File: config.mk
export PLATFORM = sky130hd
export DESIGN_NAME = sfifo_unpacker
export DESIGN_NICKNAME = d
export VERILOG_FILES = /design/src/rtl/sfifo_unpacker_pkg.sv /design/src/rtl/sfifo_unpack_prienc.sv /design/src/rtl/sfifo_unpacker.sv
export SDC_FILE = /design/constraint.sdc
export NUM_CORES = 1
export LEC_CHECK = 0
export BUFFER_PORTS_ARGS = -buffer_cell sky130_fd_sc_hd__buf_2
export CORE_UTILIZATION = 50
export CTS_BUF_LIST = sky130_fd_sc_hd__clkbuf_8
export DETAILED_ROUTE_END_ITERATION = 7
export HOLD_SLACK_MARGIN = 0.1
export PLACE_DENSITY_LB_ADDON = 0.08
export SLEW_MARGIN = 10
export SYNTH_ARGS = -nofsm -noshare
export SYNTH_HDL_FRONTEND = slang
export SYNTH_HIERARCHICAL = 1
export SYNTH_SLANG_ARGS = --single-unit
File: constraint.sdc
create_clock -name i_clk -period 2.6 [get_ports i_clk]
set_input_delay 0.26 -clock i_clk [delete_from_list [all_inputs] [get_ports i_clk]]
set_output_delay 0.26 -clock i_clk [all_outputs]
set_load 0.01 [all_outputs]
File: src/rtl/sfifo_unpacker_pkg.sv
// -----------------------------------------------------------------------------
// sfifo_unpacker_pkg
// Helpers shared by the FIFO packer/unpacker pair:
//   lane_idx_w() - width of a lane index for a given lane count
//   lane_lsb()   - lane slice convention: lane k occupies bits [k*bw +: bw]
// Optional feature macro used by the unpacker: SFIFO_UNPACKER_CHECK_EN
// -----------------------------------------------------------------------------
package sfifo_unpacker_pkg;

    // At least one bit so a lane index is always a legal vector.
    function automatic int lane_idx_w(input int nlane);
        return (nlane > 1) ? $clog2(nlane) : 1;
    endfunction

    function automatic int lane_lsb(input int lane, input int bw);
        return lane * bw;
    endfunction

endpackage : sfifo_unpacker_pkg

File: src/rtl/sfifo_unpack_prienc.sv
// -----------------------------------------------------------------------------
// sfifo_unpack_prienc
// Combinational lowest-set-bit encoder.
// Ports:
//   i_vec    [NLANE] input vector
//   o_idx    [LW]    index of the lowest set bit (0 when i_vec == 0)
//   o_onehot [NLANE] one-hot of the lowest set bit (0 when i_vec == 0)
//   o_single         exactly one bit of i_vec is set
// -----------------------------------------------------------------------------
module sfifo_unpack_prienc
    import sfifo_unpacker_pkg::*;
#(
    parameter  int NLANE = 4,
    localparam int LW    = lane_idx_w(NLANE)
) (
    input  logic [NLANE-1:0] i_vec,
    output logic [LW-1:0]    o_idx,
    output logic [NLANE-1:0] o_onehot,
    output logic             o_single
);

    always_comb begin
        // NOTE: every output gets a default before the loop so no latch is inferred.
        o_idx    = '0;
        o_onehot = '0;
        // Scan from the top so the lowest set bit is the last one written.
        for (int k = NLANE - 1; k >= 0; k--) begin
            if (i_vec[k]) begin
                o_idx       = LW'(k);
                o_onehot    = '0;
                o_onehot[k] = 1'b1;
            end
        end
    end

    // Clearing the selected bit leaves nothing behind, and something was set.
    assign o_single = (|i_vec) && ((i_vec & ~o_onehot) == '0);

endmodule : sfifo_unpack_prienc

File: src/rtl/sfifo_unpacker.sv
// -----------------------------------------------------------------------------
// sfifo_unpacker
// Pops one packed word (NLANE lanes of BW bits plus a lane-valid mask) from a
// FIFO read port and replays the valid lanes one item per handshake, lowest
// lane first. A new word is taken in the same cycle the last item of the
// current word is consumed, so consecutive words stream without a bubble.
// Ports:
//   i_clk, i_rst          clock (rising edge), async reset (active low)
//   src_rdy / src_ack     packed word available / consumed this cycle
//   i_data [NLANE*BW]     packed word, lane k = i_data[k*BW +: BW]
//   i_mask [NLANE]        lane valid mask
//   dst_rdy / dst_ack     item available / item consumed
//   o_data [BW]           current item
//   o_lane [LW]           lane index of the current item
//   o_last                current item is the final valid lane of its word
// Optional: define SFIFO_UNPACKER_CHECK_EN for simulation-only protocol checks.
// -----------------------------------------------------------------------------
module sfifo_unpacker
    import sfifo_unpacker_pkg::*;
#(
    parameter  int NLANE = 4,
    parameter  int BW    = 8,
    localparam int LW    = lane_idx_w(NLANE)
) (
    input  logic                i_clk,
    input  logic                i_rst,
    input  logic                src_rdy,
    output logic                src_ack,
    input  logic [NLANE*BW-1:0] i_data,
    input  logic [NLANE-1:0]    i_mask,
    output logic                dst_rdy,
    input  logic                dst_ack,
    output logic [BW-1:0]       o_data,
    output logic [LW-1:0]       o_lane,
    output logic                o_last
);

    logic [NLANE*BW-1:0] word_q, word_d;
    logic [NLANE-1:0]    rem_q, rem_d;     // lanes of word_q not yet emitted

    logic [LW-1:0]       sel_idx;
    logic [NLANE-1:0]    sel_onehot;
    logic                sel_single;

    sfifo_unpack_prienc #(
        .NLANE (NLANE)
    ) u_prienc (
        .i_vec    (rem_q),
        .o_idx    (sel_idx),
        .o_onehot (sel_onehot),
        .o_single (sel_single)
    );

    // Outputs come from registered state only; no i_data -> o_data path.
    assign dst_rdy = |rem_q;
    assign o_lane  = sel_idx;
    assign o_last  = sel_single;
    assign o_data  = word_q[lane_lsb(int'(sel_idx), BW) +: BW];

    // Take a new word when idle, or when the final item leaves this cycle.
    assign src_ack = src_rdy && (!dst_rdy || (dst_ack && o_last));

    always_comb begin
        word_d = word_q;
        rem_d  = rem_q;
        if (src_ack) begin
            // A new word overrides the clear of the item leaving this cycle.
            word_d = i_data;
            rem_d  = i_mask;
        end else if (dst_ack && dst_rdy) begin
            rem_d = rem_q & ~sel_onehot;
        end
    end

    // NOTE: sequential state uses non-blocking assignments only; the next-state
    // values are computed with blocking assignments in the always_comb above.
    always_ff @(posedge i_clk or negedge i_rst) begin
        if (!i_rst) begin
            // NOTE: the data register is reset too so o_data reads 0 out of reset.
            word_q <= '0;
            rem_q  <= '0;
        end else begin
            word_q <= word_d;
            rem_q  <= rem_d;
        end
    end

`ifdef SFIFO_UNPACKER_CHECK_EN
    always @(posedge i_clk) begin
        if (i_rst) begin
            if (dst_ack && !dst_rdy)
                $error("sfifo_unpacker: dst_ack while dst_rdy=0");
            if (src_ack && !src_rdy)
                $error("sfifo_unpacker: src_ack while src_rdy=0");
            if (!src_ack && !(dst_ack && dst_rdy) && (rem_d != rem_q))
                $error("sfifo_unpacker: lane mask changed without a handshake");
        end
    end
`endif

endmodule : sfifo_unpacker

# Yosys cells after proc, flatten, opt, wreduce, memory -nomap -nowiden
# Cells that the tools add are included.
dict set report classes {
  n_mux 10
  shift 1
  bitwise 2
  reduce_logical 9
}
# op n
set op_table {}
lappend op_table {{$shiftx 32x6->8} 1}
lappend op_table {{$mux 4} 6}
lappend op_table {{$mux 2} 4}
lappend op_table {{$and 4x4->4} 1}
lappend op_table {{$logic_and 1x1->1} 4}
lappend op_table {{$logic_not 4->1} 1}
lappend op_table {{$not 4->4} 1}
lappend op_table {{$reduce_or 4->1} 1}
lappend op_table {{$reduce_bool 2->1} 1}
lappend op_table {{$logic_not 1->1} 1}
lappend op_table {{$logic_or 1x1->1} 1}
dict set report word_totals {
  reg_bits 36
}

# Longest topological paths before layout
dict set report depth {
  depth_word 12
  depth_mapped 7
}

# Modules after synthesis
# The synthesis kept the hierarchy.
# module cells_each area_each_um2 seq_area_each_um2 n_inst
set modules_own_cells {}
lappend modules_own_cells {sfifo_unpacker 103 1757.9 900.9 1}
lappend modules_own_cells {sfifo_unpack_prienc 13 85.1 0.0 1}

# Worst setup path after synthesis
# Ideal clock, no wire load.
dict set report synth_timing {
  path_kind {flip-flop to output port}
  startpoint {register rem_q[2]}
  endpoint {output port o_data[0]}
  arrival_time_ns 1.778
  n_path_buf 1
  required_time_ns 2.340
  path_slack_ns 0.562
  stages_incl_launch_ff 5
  path_cell_list {dfrtp_1 -> nand2b_1 -> a21oi_1 -> buf_2 -> mux4_2}
}
dict set report synth_via {
  elab_chain_cells 4
}
# item line_no
set synth_lines {}
lappend synth_lines {{from (decl)} sfifo_unpacker.sv:39} ;# logic [NLANE-1:0] rem_q, rem_d;
lappend synth_lines {{from (signal assigned)} sfifo_unpacker.sv:84} ;# rem_q <= rem_d;
lappend synth_lines {{$mux 2 (3 in a row)} sfifo_unpack_prienc.sv:28} ;# if (i_vec[k]) begin
lappend synth_lines {{net o_lane[0]} sfifo_unpacker.sv:34} ;# output logic [LW-1:0] o_lane,
lappend synth_lines {{$shiftx 32x6->8} sfifo_unpacker.sv:58} ;# assign o_data = word_q[lane_lsb(int'(sel_idx), BW) +: BW];
lappend synth_lines {{to (decl)} sfifo_unpacker.sv:33} ;# output logic [BW-1:0] o_data,
# The timed path passes the listed nets, and every way through them passes these cells.

# Worst setup path in the final report
dict set report layout_timing {
  startpoint {register rem_q[0]}
  endpoint {output port src_ack}
}
dict set report layout_via {
  elab_chain_cells 8
  word_cells_on_any_way 10
}
# item line_no
set layout_lines {}
lappend layout_lines {{$mux 4} sfifo_unpack_prienc.sv:28}
lappend layout_lines {{$not 4->4} sfifo_unpack_prienc.sv:37} ;# assign o_single = (|i_vec) && ((i_vec & ~o_onehot) == '0);
lappend layout_lines {{$and 4x4->4} sfifo_unpack_prienc.sv:37}
lappend layout_lines {{$logic_not 4->1} sfifo_unpack_prienc.sv:37}
lappend layout_lines {{$logic_and 1x1->1} sfifo_unpack_prienc.sv:37}
lappend layout_lines {{$logic_and 1x1->1} sfifo_unpacker.sv:61} ;# assign src_ack = src_rdy && (!dst_rdy || (dst_ack && o_last));
lappend layout_lines {{$logic_or 1x1->1 *} sfifo_unpacker.sv:61}
lappend layout_lines {{$logic_and 1x1->1 *} sfifo_unpacker.sv:61}
lappend layout_lines {{to (decl)} sfifo_unpacker.sv:28} ;# output logic src_ack,
# Mark *: on every way between the ends. The rest lies on a longest branch, timed or not.

==> flow_summary_export.csv <==
group,metric,value,unit
outcome,status,"completed",
critical_path,worst_setup_path_end_kind,"primary output",
clocking,cts_max_path_buffers,2,
power_and_ir_drop,vdd_ir_drop_max,888,µV
yosys,synth.distinct_cells,25,
clocking,post_cts_buffers,0,
yosys,netlist_instances,116,
clocking,root_buffer,"clkbuf_8",
power_and_ir_drop,p_leak,1.06,nW
yosys,ys_warn_count,6,
clocking,htreeDepth,2,
route,drt_iter0_drc,78,
place,place.gp.congestion,0.763,
sta,rsz0062_at_grt,"false",
finish,nets,212,
critical_path,path_cells,"nor4b_1 > a211o_1 > and2_4 > o21ai_4 > inv_6 > buf_2",
critical_path,critPathLaunchType,"register",
sta,holdWs,0.193,ns
sta,layout_min_cycle_time,2.42,ns
place,dp_cells,210,
clocking,cts.repair.resized,0,
floorplanning,dieArea,3930,µm²
route,ant_nets,0,
sta,tightestPinTransition,0.798,ns
place,port_buffers,52,
grt,grt_pass1_wl,5870,µm
finish,final_cells,219,
sta,max_freq,413,MHz
grt,grt_max_degree,37,
place,hpwl,2430,µm
floorplanning,die_w,62.7,µm
grt,grt.overflow.total,0,
yosys,syn_area,1840,µm²
route,routedWlPerCell,15.8,µm
sta,hold_violations,0,
yosys,syn_area_per_cell,15.9,µm²
sta,setup_viol,0,
finish,n_antenna_cell,0,
yosys,syn_nets,156,
finish,fill_cells,281,
finish,drive_above_1_share,60.1,%
floorplanning,core,3440,µm²
job,drv_cap,0,
route,vias,1138,
route,first_pass_iters,4,
critical_path,required,2.34,ns
critical_path,critPathSlowestCell,"dfrtp_1",
finish,final_cell_area,2220,µm²
critical_path,worst_ep_arrival_time,2.16,ns
route,avgViaCountPerCell,5.20,
clocking,clkTransAtPathRegs,0.07,ns
critical_path,crit_type,"register to primary output",
critical_path,slowest_delay,0.49,ns
critical_path,critical_path.max_fanout,33,
clocking,cts_tree,"yes",
route,drc,0,
place,dp_slack,0.501,ns
yosys,ys_seq_area_share,48.9,%
power_and_ir_drop,power.density,1420,nW/µm²
sta,setup_ws,0.180,ns
sta,slew-limit-headroom,46.8,%
place,place_area,2100,µm²
floorplanning,start_util,53.5,%
finish,areaGrowthSynthToFinish,20.5,%
grt,grt_pass1_vias,1201,
floorplanning,num_rows,21,
sta,finalSetupTns,0,ns
yosys,ys_seq_elements,36,
critical_path,worst-path-buf-inv,2,
grt,grt_util_all_layers,19.9,%
finish,multi_input_area,850,µm²
clocking,cts_sinks,36,
worst_hold_path,hold_path_class,"input pin to register",
floorplanning,die_y,62.7,µm
clocking,cts_buffers,5,
route,wl,3460,µm
sta,clock_skew,0.00657,ns
grt,antenna_found_initial,0,
clocking,clkLatencyLatePin,0.29,ns
sta,timing.final.crit_share,93.1,%
critical_path,cp_top_family,"simple AND/OR/NAND/NOR gates",
finish,seq_area,901,µm²
floorplanning,ios,53,
sta,report.final.slew_viol_count,0,
## placed cells by master (no fill, tap or decap), drive strengths merged, types with 2 or more instances in the layout
master	netlist	layout
a31oi	4	4
inv	3	3
mux2	32	32
a21oi	5	5
clkbuf	0	5
buf	6	54
nand2	8	8
mux4	8	8
nor2	2	2
nor4b	2	2
and2	2	2
dfrtp	36	36
## Yosys cell counts
library cell / number / area, µm²
mux2_1: 3 / 33.8
nor4_4: 1 / 21.3
inv_6: 1 / 8.76
o21ai_4: 1 / 16.3
nand2_1: 8 / 30.0
buf_4: 1 / 7.51
nand2b_1: 1 / 6.26
buf_12: 3 / 60.1
dfrtp_1: 36 / 901
and2_4: 1 / 8.76
a21oi_1: 5 / 25.0
xor2_1: 1 / 8.76
nor4b_1: 2 / 17.5
nand3_1: 1 / 5.00
nor2_1: 2 / 7.51
buf_2: 1 / 5.00
and2_2: 1 / 7.51
o21a_1: 1 / 7.51
nor3_1: 1 / 5.00
mux2_4: 29 / 435
a31oi_1: 4 / 25.0
inv_1: 2 / 7.51
buf_1: 1 / 3.75
mux4_2: 8 / 180
a211o_1: 1 / 8.76
## what timing repair did
item,CTS,global route
endpoints found under the hold margin,36,0
hold buffers,1,0
setup endpoints to repair,0,0
## final cells by class
type / count / share of cell area [%]
clock inverter: 3 / 1.92
multi-input combinational: 71 / 38.3
clock buffer: 5 / 3.10
sequential: 36 / 40.6
inverter: 3 / 0.732
timing repair buffer: 55 / 12.8
tap: 46 / 2.59
## report_power, final
| group | leakage, nW | internal (mW) | switching, mW |
|---|---|---|---|
| Sequential | 0.428 | 0.848 | 0.206 |
| Clock | 0.0541 | 0.284 | 0.197 |
| Combinational | 0.574 | 0.974 | 0.649 |
## flip-flops by register name, summed over array words and instances, names as in the netlist
signal and cells:
rem_q 4, word_q 32
## worst paths after layout
path | startpoint | end | slack [ns] | cells past startpoint
max | rem_q[0] | src_ack | 0.18 | 6
min reg2reg | word_q[21] | word_q[21] | 0.48 | 1
min | i_data[21] | word_q[21] | 0.19 | 2
max in group asynchronous | i_rst | word_q[24] | 1.50 | 2
max reg2reg | rem_q[0] | word_q[22] | 0.46 | 6
min in group asynchronous | i_rst | word_q[1] | 0.60 | 2
## per-layer routing
layer  vias up  GRT usage [%]  wire [µm]
met2        38           31.3       1700
met1       558           26.2       1520
met5         -              0          0
li1        537              -          -
met3         5           6.57        198
met4         0           6.10         37
## logic make-up (layout without fill, tap and decap cells)
family          count (synthesis)  after routing  share of synthesized area [%]
compound gates                 12             12                           4.48
xor+xnor                        1              1                          0.475
buf+inv                         9             66                           5.02
flops                          36             36                           48.9
mux                            40             40                           35.2
simple gates                   18             18                           5.91
## through the flow
step,power (mW),util [%]
6_report,3.16,64.5
4_1_cts,3.19,64.5
3_3_place_gp,2.63,61.0
2_1_floorplan,2.36,-
3_5_place_dp,2.69,61.0
5_1_grt,3.37,64.5
Note: power is estimated with default switching activity, not from simulation.
